### config.mk
export PLATFORM = sky130hd
export DESIGN_NAME = dmem_arbiter
export DESIGN_NICKNAME = d
export VERILOG_FILES = /design/src/rtl/dmem_arb_pkg.sv /design/src/rtl/arb_sat_counter.sv /design/src/rtl/dmem_arbiter.sv
export SDC_FILE = /design/constraint.sdc
export NUM_CORES = 1
export LEC_CHECK = 0
export CAP_MARGIN = 30
export CORE_AREA = 2 2 117 119
export CTS_CLUSTER_SIZE = 8
export DETAILED_ROUTE_END_ITERATION = 16
export DIE_AREA = 0 0 119 121
export SETUP_SLACK_MARGIN = 0.05
export SYNTH_ARGS = -nofsm -noshare
export SYNTH_HDL_FRONTEND = slang
export SYNTH_SLANG_ARGS = --single-unit
### constraint.sdc
create_clock -name clk -period 3.4 [get_ports clk]
set_clock_uncertainty 0.05 [all_clocks]
set_input_delay 0.85 -clock clk [delete_from_list [all_inputs] [get_ports clk]]
set_output_delay 0.85 -clock clk [all_outputs]
set_load 0.01 [all_outputs]
### src/rtl/dmem_arb_pkg.sv
// Shared types and helpers for the data-memory arbiter: FSM states, bus owner
// encoding, default limits and the counter-width helper.
package dmem_arb_pkg;

  typedef enum logic [1:0] {
    CPU_PRI  = 2'd0,
    DMA_PRI  = 2'd1,
    DMA_LOCK = 2'd2
  } arb_state_e;

  typedef enum logic {
    OWN_C = 1'b0,
    OWN_D = 1'b1
  } arb_owner_e;

  localparam int unsigned DefMaxWait = 4;
  localparam int unsigned DefMaxLock = 8;

  // Bits needed to hold 0..max_val, never less than one.
  function automatic int unsigned cnt_width(input int unsigned max_val);
    return (max_val < 2) ? 1 : $clog2(max_val + 1);
  endfunction

endpackage

### src/rtl/arb_sat_counter.sv
// Saturating up-counter with clear. Clear together with inc loads 1, so a new
// run can start counting in the same cycle the previous one is discarded.
module arb_sat_counter #(
  parameter int unsigned Width  = 4,
  parameter int unsigned MaxVal = 15
) (
  input  logic             clk,
  input  logic             reset,
  input  logic             clr,
  input  logic             inc,
  output logic [Width-1:0] count
);

  localparam logic [Width-1:0] Max = Width'(MaxVal);

  logic [Width-1:0] count_q, count_d;

  always_comb begin
    count_d = count_q;
    if (clr) begin
      count_d = (inc && (MaxVal != 0)) ? Width'(1) : '0;
    end else if (inc && (count_q != Max)) begin
      count_d = count_q + Width'(1);
    end
  end

  always_ff @(posedge clk or posedge reset) begin
    if (reset) count_q <= '0;
    else       count_q <= count_d;
  end

  assign count = count_q;

endmodule

### src/rtl/dmem_arbiter.sv
// Arbitrates the single data-memory port between the core (C) and a DMA loader (D).
// Optional macro DMEM_ARB_STATS_EN adds saturating stall / D-grant statistics outputs.
module dmem_arbiter
  import dmem_arb_pkg::*;
#(
  parameter int unsigned MAX_WAIT = DefMaxWait,
  parameter int unsigned MAX_LOCK = DefMaxLock,
  parameter int unsigned AW       = 32
) (
  input  logic          clk,
  input  logic          reset,
  input  logic          c_req,
  input  logic          c_we,
  input  logic [AW-1:0] c_addr,
  input  logic [31:0]   c_wd,
  output logic          c_gnt,
  output logic          c_stall,
  output logic [31:0]   c_rd,
  input  logic          d_req,
  input  logic          d_we,
  input  logic          d_lock,
  input  logic [AW-1:0] d_addr,
  input  logic [31:0]   d_wd,
  output logic          d_gnt,
  output logic [31:0]   d_rd,
  output logic          d_rvalid,
  output logic          m_we,
  output logic [AW-1:0] m_addr,
  output logic [31:0]   m_wd,
  input  logic [31:0]   m_rd
`ifdef DMEM_ARB_STATS_EN
  ,
  output logic [31:0]   stat_stall,
  output logic [31:0]   stat_dgnt
`endif
);

  localparam int unsigned WaitW = cnt_width(MAX_WAIT - 1);
  localparam int unsigned LockW = cnt_width(MAX_LOCK);

  arb_state_e       state_q, state_d;
  arb_owner_e       owner;
  logic [WaitW-1:0] wait_cnt;
  logic [LockW-1:0] lock_cnt;
  logic             in_lock, wait_hit, lock_start, lock_exit;
  logic [31:0]      d_rd_q;
  logic             d_rvalid_q;

  always_comb begin
    c_gnt = 1'b0;
    d_gnt = 1'b0;
    unique case (state_q)
      CPU_PRI: begin
        c_gnt = c_req;
        d_gnt = d_req & ~c_req;
      end
      DMA_PRI: begin
        d_gnt = d_req;
        c_gnt = c_req & ~d_req;
      end
      DMA_LOCK: d_gnt = d_req;
      default: ;
    endcase
  end

  assign c_stall = c_req & ~c_gnt;
  assign owner   = d_gnt ? OWN_D : OWN_C;
  assign m_addr  = (owner == OWN_D) ? d_addr : c_addr;
  assign m_wd    = (owner == OWN_D) ? d_wd : c_wd;
  assign m_we    = (c_gnt & c_we) | (d_gnt & d_we);
  assign c_rd    = m_rd;

  assign in_lock    = (state_q == DMA_LOCK);
  assign wait_hit   = (wait_cnt == WaitW'(MAX_WAIT - 1));
  // A one-grant burst limit never needs the locked state.
  assign lock_start = ~in_lock & d_gnt & d_lock & (MAX_LOCK > 1);
  // lock_cnt counts earlier grants, so MAX_LOCK-1 means this grant closes the burst.
  assign lock_exit  = in_lock & (~d_req | ~d_lock | (lock_cnt == LockW'(MAX_LOCK - 1)));

  always_comb begin
    state_d = state_q;
    unique case (state_q)
      CPU_PRI: begin
        if (lock_start)                         state_d = DMA_LOCK;
        else if (d_req && !d_gnt && wait_hit)   state_d = DMA_PRI;
      end
      DMA_PRI:  state_d = lock_start ? DMA_LOCK : CPU_PRI;
      DMA_LOCK: if (lock_exit) state_d = CPU_PRI;
      default:  state_d = CPU_PRI;
    endcase
  end

  arb_sat_counter #(
    .Width  (WaitW),
    .MaxVal (MAX_WAIT - 1)
  ) u_wait_cnt (
    .clk   (clk),
    .reset (reset),
    .clr   (d_gnt | ~d_req),
    .inc   (d_req & ~d_gnt),
    .count (wait_cnt)
  );

  arb_sat_counter #(
    .Width  (LockW),
    .MaxVal (MAX_LOCK)
  ) u_lock_cnt (
    .clk   (clk),
    .reset (reset),
    .clr   (~in_lock | lock_exit),
    .inc   (lock_start | (in_lock & d_gnt & ~lock_exit)),
    .count (lock_cnt)
  );

  always_ff @(posedge clk or posedge reset) begin
    if (reset) begin
      state_q    <= CPU_PRI;
      d_rd_q     <= '0;
      d_rvalid_q <= 1'b0;
    end else begin
      state_q    <= state_d;
      d_rvalid_q <= d_gnt & ~d_we;
      if (d_gnt && !d_we) d_rd_q <= m_rd;
    end
  end

  assign d_rd     = d_rd_q;
  assign d_rvalid = d_rvalid_q;

`ifdef DMEM_ARB_STATS_EN
  arb_sat_counter #(
    .Width  (32),
    .MaxVal (32'hFFFF_FFFF)
  ) u_stat_stall (
    .clk   (clk),
    .reset (reset),
    .clr   (1'b0),
    .inc   (c_stall),
    .count (stat_stall)
  );

  arb_sat_counter #(
    .Width  (32),
    .MaxVal (32'hFFFF_FFFF)
  ) u_stat_dgnt (
    .clk   (clk),
    .reset (reset),
    .clr   (1'b0),
    .inc   (d_gnt),
    .count (stat_dgnt)
  );
`endif

endmodule
**Yosys cells after proc, flatten, opt, wreduce, memory -nomap -nowiden**

Cells that the tools add are included.

- Register bits after elaboration: 41
- Latch bits: 0
- Memory bits (writable): 0
- Bits in read-only memories: 0
- Word-level logic and storage cells: 69
- Memories kept: 0

- Add/subtract/negate cells: 2
- Multiply operators: 0
- Div/mod/pow operators: 0
- $lt $le $gt $ge: 0
- Equality and inequality tests: 8
- Shift operators: 0
- Muxes and demuxes: 16
- Bitwise logic cells: 26
- Reductions and logical operators: 12

Operators by type and width:

| operator | count |
|---|---|
| $mux 32 | 2 |
| $and 1x1->1 | 12 |
| $mux 2 | 6 |
| $mux 4 | 2 |
| $not 1->1 | 8 |
| $or 1x1->1 | 6 |
| $pmux 2 s3 | 1 |
| $logic_and 1x1->1 | 5 |
| $add 4x1->4 const B | 1 |
| $eq 2x2->1 const B | 2 |
| $eq 4x3->1 const B | 1 |
| $ne 4x4->1 const B | 1 |
| $pmux 1 s2 | 2 |
| $reduce_bool 2->1 | 2 |
| $mux 1 | 3 |
| $ne 3x3->1 const B | 1 |
| $add 2x1->2 const B | 1 |
| $eq 2x1->1 const B | 1 |
| $logic_not 1->1 | 2 |
| $logic_not 2->1 | 1 |
| $ne 2x1->1 const B | 1 |
| $ne 2x2->1 const B | 1 |
| $reduce_and 2->1 | 1 |
| $reduce_or 2->1 | 1 |

**Depth between registers and ports, before layout**

- Depth in word-level cells: 10
- Mapped depth: 9
- Mapped depth without buffers: 7

**By module**

Synthesis repeated with hierarchy kept, for this count alone.

- Cells, all modules: 238
- Area, all modules: 2849.0 um^2

Modules (own cells, without submodules):

| module | instances | cells each | area an instance (um^2) |
|---|---|---|---|
| dmem_arbiter | 1 | 205 | 2502.4 |
| arb_sat_counter (u_lock_cnt) | 1 | 23 | 232.7 |
| arb_sat_counter (u_wait_cnt) | 1 | 10 | 113.9 |

**Worst setup path before layout**

No wires, ideal clock.

- Kind: in2out
- Start point: in c_req
- End point: out m_addr[23]
- Arrival: 1810 ps
- Data required time: 2500 ps
- Path slack: 690 ps
- Cell stages on the path: 7
- Path buffers: 2
- Cell sequence: and2b_1 -> o21ai_1 -> inv_1 -> buf_2 -> buf_2 -> nand2_1 -> nand2_1

- Cells in the longest elaborated chain, start to end: 5

Ends and longest elaborated chain:

| what | RTL line | source |
|---|---|---|
| start, declared | dmem_arbiter.sv:12 | `input logic c_req,` |
| $not 1->1 | dmem_arbiter.sv:55 | `d_gnt = d_req & ~c_req;` |
| $and 1x1->1 | dmem_arbiter.sv:55 |  |
| $pmux 1 s2 | dmem_arbiter.sv:52 | `unique case (state_q)` |
| $mux 1 | dmem_arbiter.sv:67 | `assign owner = d_gnt ? OWN_D : OWN_C;` |
| $mux 32 | dmem_arbiter.sv:68 | `assign m_addr = (owner == OWN_D) ? d_addr : c_addr;` |
| end, declared | dmem_arbiter.sv:28 | `output logic [AW-1:0] m_addr,` |

No other way between the ends.

**Worst setup path after layout**

- Start point: in c_req
- End point: out m_wd[13]

- Cells in the longest elaborated chain, start to end: 5

Ends and longest elaborated chain:

| what | RTL line | source |
|---|---|---|
| $not 1->1 | dmem_arbiter.sv:55 |  |
| $and 1x1->1 | dmem_arbiter.sv:55 |  |
| $pmux 1 s2 | dmem_arbiter.sv:52 |  |
| $mux 1 | dmem_arbiter.sv:67 |  |
| $mux 32 | dmem_arbiter.sv:69 | `assign m_wd = (owner == OWN_D) ? d_wd : c_wd;` |
| end, declared | dmem_arbiter.sv:29 | `output logic [31:0] m_wd,` |

No other way between the ends.

==> summary.txt <==
Status
  – Status: complete, no violations

Finish
  – N_diodes: 0
  – Fill count: 1,290
  – Nets@finish: around 830
  – Post-layout instance area: around 0.0061 mm^2
  – Area of the multi-input gates: around 0.0015 mm^2
  – Layout cells sized above 1: 0.180
  – Synthesis-to-finish area growth: 116%
  – Non-filler cells, final: ~830
  – Sequential cell area: approximately 0.0010 mm^2

Pwr
  – Leak: about 2.9 nW
  – PwrDens: ~660 mW/mm^2
  – Maximum VDD drop: approximately 0.00044 V

Global routing
  – Remaining Overflow, GRT: 0
  – Antenna violations before repair: 0
  – First-pass GRT wire length: 20,500 um
  – Pin count of the biggest net entering global routing: 42
  – Vias in the first global route: ~3,600
  – All-Layer GR Usage: 0.180

Routing
  – First DRT Iteration DRCs: ~250
  – Max layer used: met4
  – M1 WL: 5400 um
  – Drt first pass iters: 4
  – Routed wl met3: about 1300 um
  – Post-route DRC violation count: 0
  – WL met2: roughly 6600 um
  – WL final: ~14,000 um
  – Vias after detailed routing: 3,523
  – Antenna-violating nets left: 0
  – Via density: around 4.2
  – Wire per inst: 16.3 um

Logic synthesis
  – Asr flop ratio synth: 1.00
  – Biggest area consumer among synthesized cells: dfrtp_1
  – Most instantiated cells after synthesis: nand2_1 (196), dfrtp_1 (41), buf_4 (35), mux2_2 (32), buf_2 (10)
  – Register bit total from synthesis: 41
  – Syn Area/Cell: about 7.6 um^2
  – EDFF count, synth: 0
  – YS warnings: 0
  – Top-count cell post-synth: nand2_1
  – Mapped Cells: 369
  – Seq/Total Area, Yosys: 0.364
  – Syn_nets: between 500 and 600
  – Library cells used by synthesis: 32
  – Netlist Area Pre-Place: 0.00282 mm^2
  – Top_reg_cell synth: dfrtp_1
  – Top cell type's share of synthesized area: 0.364
  – Top cells by area, synth: dfrtp_1 (36%), nand2_1 (26%), mux2_2 (13%), buf_4 (9.3%), ha_1 (3.1%)

Clock tree
  – H-tree Lvls: 2
  – Clock latency on the worst-skew pair: ~0.27 ns
  – CTS tree: yes
  – Clock sink count: 41
  – CTS clk-pin slew, worst paths: 0.06 ns
  – CTS buffer count: 5
  – CTS Buffer Depth: 2
  – Cts hold-fix bufs: 0
  – CTS root buf: clkbuf_16

Worst setup path
  – Critical R2R Launch: state_q[0]$_DFFE_PP0P_
  – Maximum fanout along the worst path: 15
  – Critical path origin: c_req
  – Worst EP arrival: around 2.4 ns
  – Setup Crit Path Kind: input port to output pin
  – Critical Path Max Stage Delay: 0.27 ns
  – Crit-path cells: dlygate4sd2_1, and2b_2, o21ai_4, inv_4, buf_4, bufbuf_16, nand2_1, nand2_1, clkdlybuf4s15_1
  – CP dominant cell by count: nand2_1
  – Critical Path Start Type: input port
  – Worst Path Buf+Inv: 5
  – Top delay family on crit path: buffers and inverters
  – Slowest cell on crit path: bufbuf_16
  – Critical Path RT: 2.50 ns
  – CP Capture Type: output pin

STA
  – Setup violations, final: 0
  – Final Hold Fails: 0
  – RSZ-0062 raised after global routing: true
  – Final slew viol count: 0
  – Final setup margin: 0.140 ns
  – Hold slack: approximately 0.45 ns
  – Final min period: around 3.3 ns
  – Least-Margin Pin Slew: approximately 0.52 ns
  – Slew headroom: 0.655
  – Fmax: about 0.31 GHz
  – Final Cycle Share: 0.959

Worst hold path
  – Min-delay worst type: flop to flop
  – Hold path startpoint: d_rd[0]$_DFFE_PP0P_

Die
  – Die height: 121 um
  – Core Footprint: roughly 0.013 mm^2
  – Initial core utilization: 0.215
  – Die X: 119 um
  – I/O pin total: 300
  – Die area: 0.0144 mm^2
  – Number of core rows: 42

Place
  – GPL Wtd Cong: 0.952
  – Port Buf Inserts: ~300
  – Dpl cells: just over 800
  – DP Worst Slack: -0.333 ns
  – Detailed placement HPWL: between 10,000 and 15,000 um
  – Cell Area, Placed: between 0.005 and 0.006 mm^2

Flow run
  – Max_cap viols: 0
==> stage by stage <==
| step | utilization | power [mW] | setup TNS [ns] |
|---|---|---|---|
| after floorplan | - | 1.92 | 0 |
| after global routing | 0.466 | 4.26 | 0 |
| after CTS | 0.473 | 4.09 | 0 |
| after global placement | 0.450 | 3.42 | -18.32 |
| after detailed placement | 0.450 | 3.45 | -19.53 |
| final | 0.466 | 4.00 | 0 |
==> routing by layer <==
layer | vias up | track usage
met1 | 1615 | 0.214
li1 | 1711 | -
met4 | 0 | 0.0432
met3 | 14 | 0.0587
met5 | - | 0
met2 | 183 | 0.315
==> sequential cells by signal, summed over array words and instances, names as in the netlist <==
| register | flops |
|---|---|
| d_rd | 32 |
| d_rvalid | 1 |
| state_q | 2 |
| u_lock_cnt.count | 4 |
| u_wait_cnt.count | 2 |
==> path summary, 6_finish.rpt <==
path                       cells after the start  slack, ns              endpoint
setup reg to reg                               8       1.28   d_rd[5]$_DFFE_PP0P_
hold / removal                                 1       0.45   d_rd[0]$_DFFE_PP0P_
max in group asynchronous                      3       1.98   d_rd[8]$_DFFE_PP0P_
hold reg to reg                                1       0.45   d_rd[0]$_DFFE_PP0P_
min in group asynchronous                      3       0.96  d_rd[23]$_DFFE_PP0P_
setup / recovery                               9       0.14              m_wd[13]
==> power breakdown <==
part           switching (mW)  internal (mW)
clock network           0.183          0.367
logic                    1.16           1.47
registers               0.114          0.707
total                    1.46           2.54
==> cells by family (layout without fill, tap and decap cells) <==
| logic type | Yosys count | after routing | share of synthesized area |
|---|---|---|---|
| mux | 34 | 34 | 0.135 |
| compound gates | 16 | 16 | 0.0409 |
| xor+xnor | 3 | 3 | 0.00933 |
| flops | 41 | 41 | 0.364 |
| buf+inv | 58 | 345 | 0.128 |
| simple gates | 210 | 210 | 0.291 |
| fa+ha+maj | 7 | 7 | 0.0311 |
==> cell type report <==
| type | instances | share of cell area |
|---|---|---|
| well taps | 176 | 0.0361 |
| inverters | 9 | 0.00595 |
| repair buffers | 328 | 0.522 |
| clock inverters | 1 | 0.00493 |
| flip-flops and latches | 41 | 0.168 |
| multi-input cells | 270 | 0.239 |
| clock buffers | 7 | 0.0234 |
==> cells in the final DEF, fill, tap and decap left out, drive strengths merged <==
cell type and n:
a21oi 3, a22o 1, a31oi 2, and2 1
and2b 1, and3 1, buf 48, bufbuf 4
bufinv 1, clkbuf 24, clkdlybuf4s15 9, clkdlybuf4s50 230
dfrtp 41, dlygate4sd2 17, dlymetal6s2s 3, ha 7
inv 9, mux2 32, mux2i 2, nand2 196
nand3 1, nor2 5, nor2b 3, nor3 2
o2111ai 1, o211ai 2, o21ai 2, o21bai 2
o221a 1, o221ai 1, o22ai 1, xnor2 2
xor2 1
==> repair_timing <==
| action | 4_1_cts | 5_1_grt |
|---|---|---|
| gates resized for setup | 139 | 54 |
| setup endpoints to repair | 67 | 41 |
| buffers inserted | 8 | 0 |
| cloned | 4 | 0 |
| pin swaps | 1 | 0 |
Power figures use the tool's default switching activity.
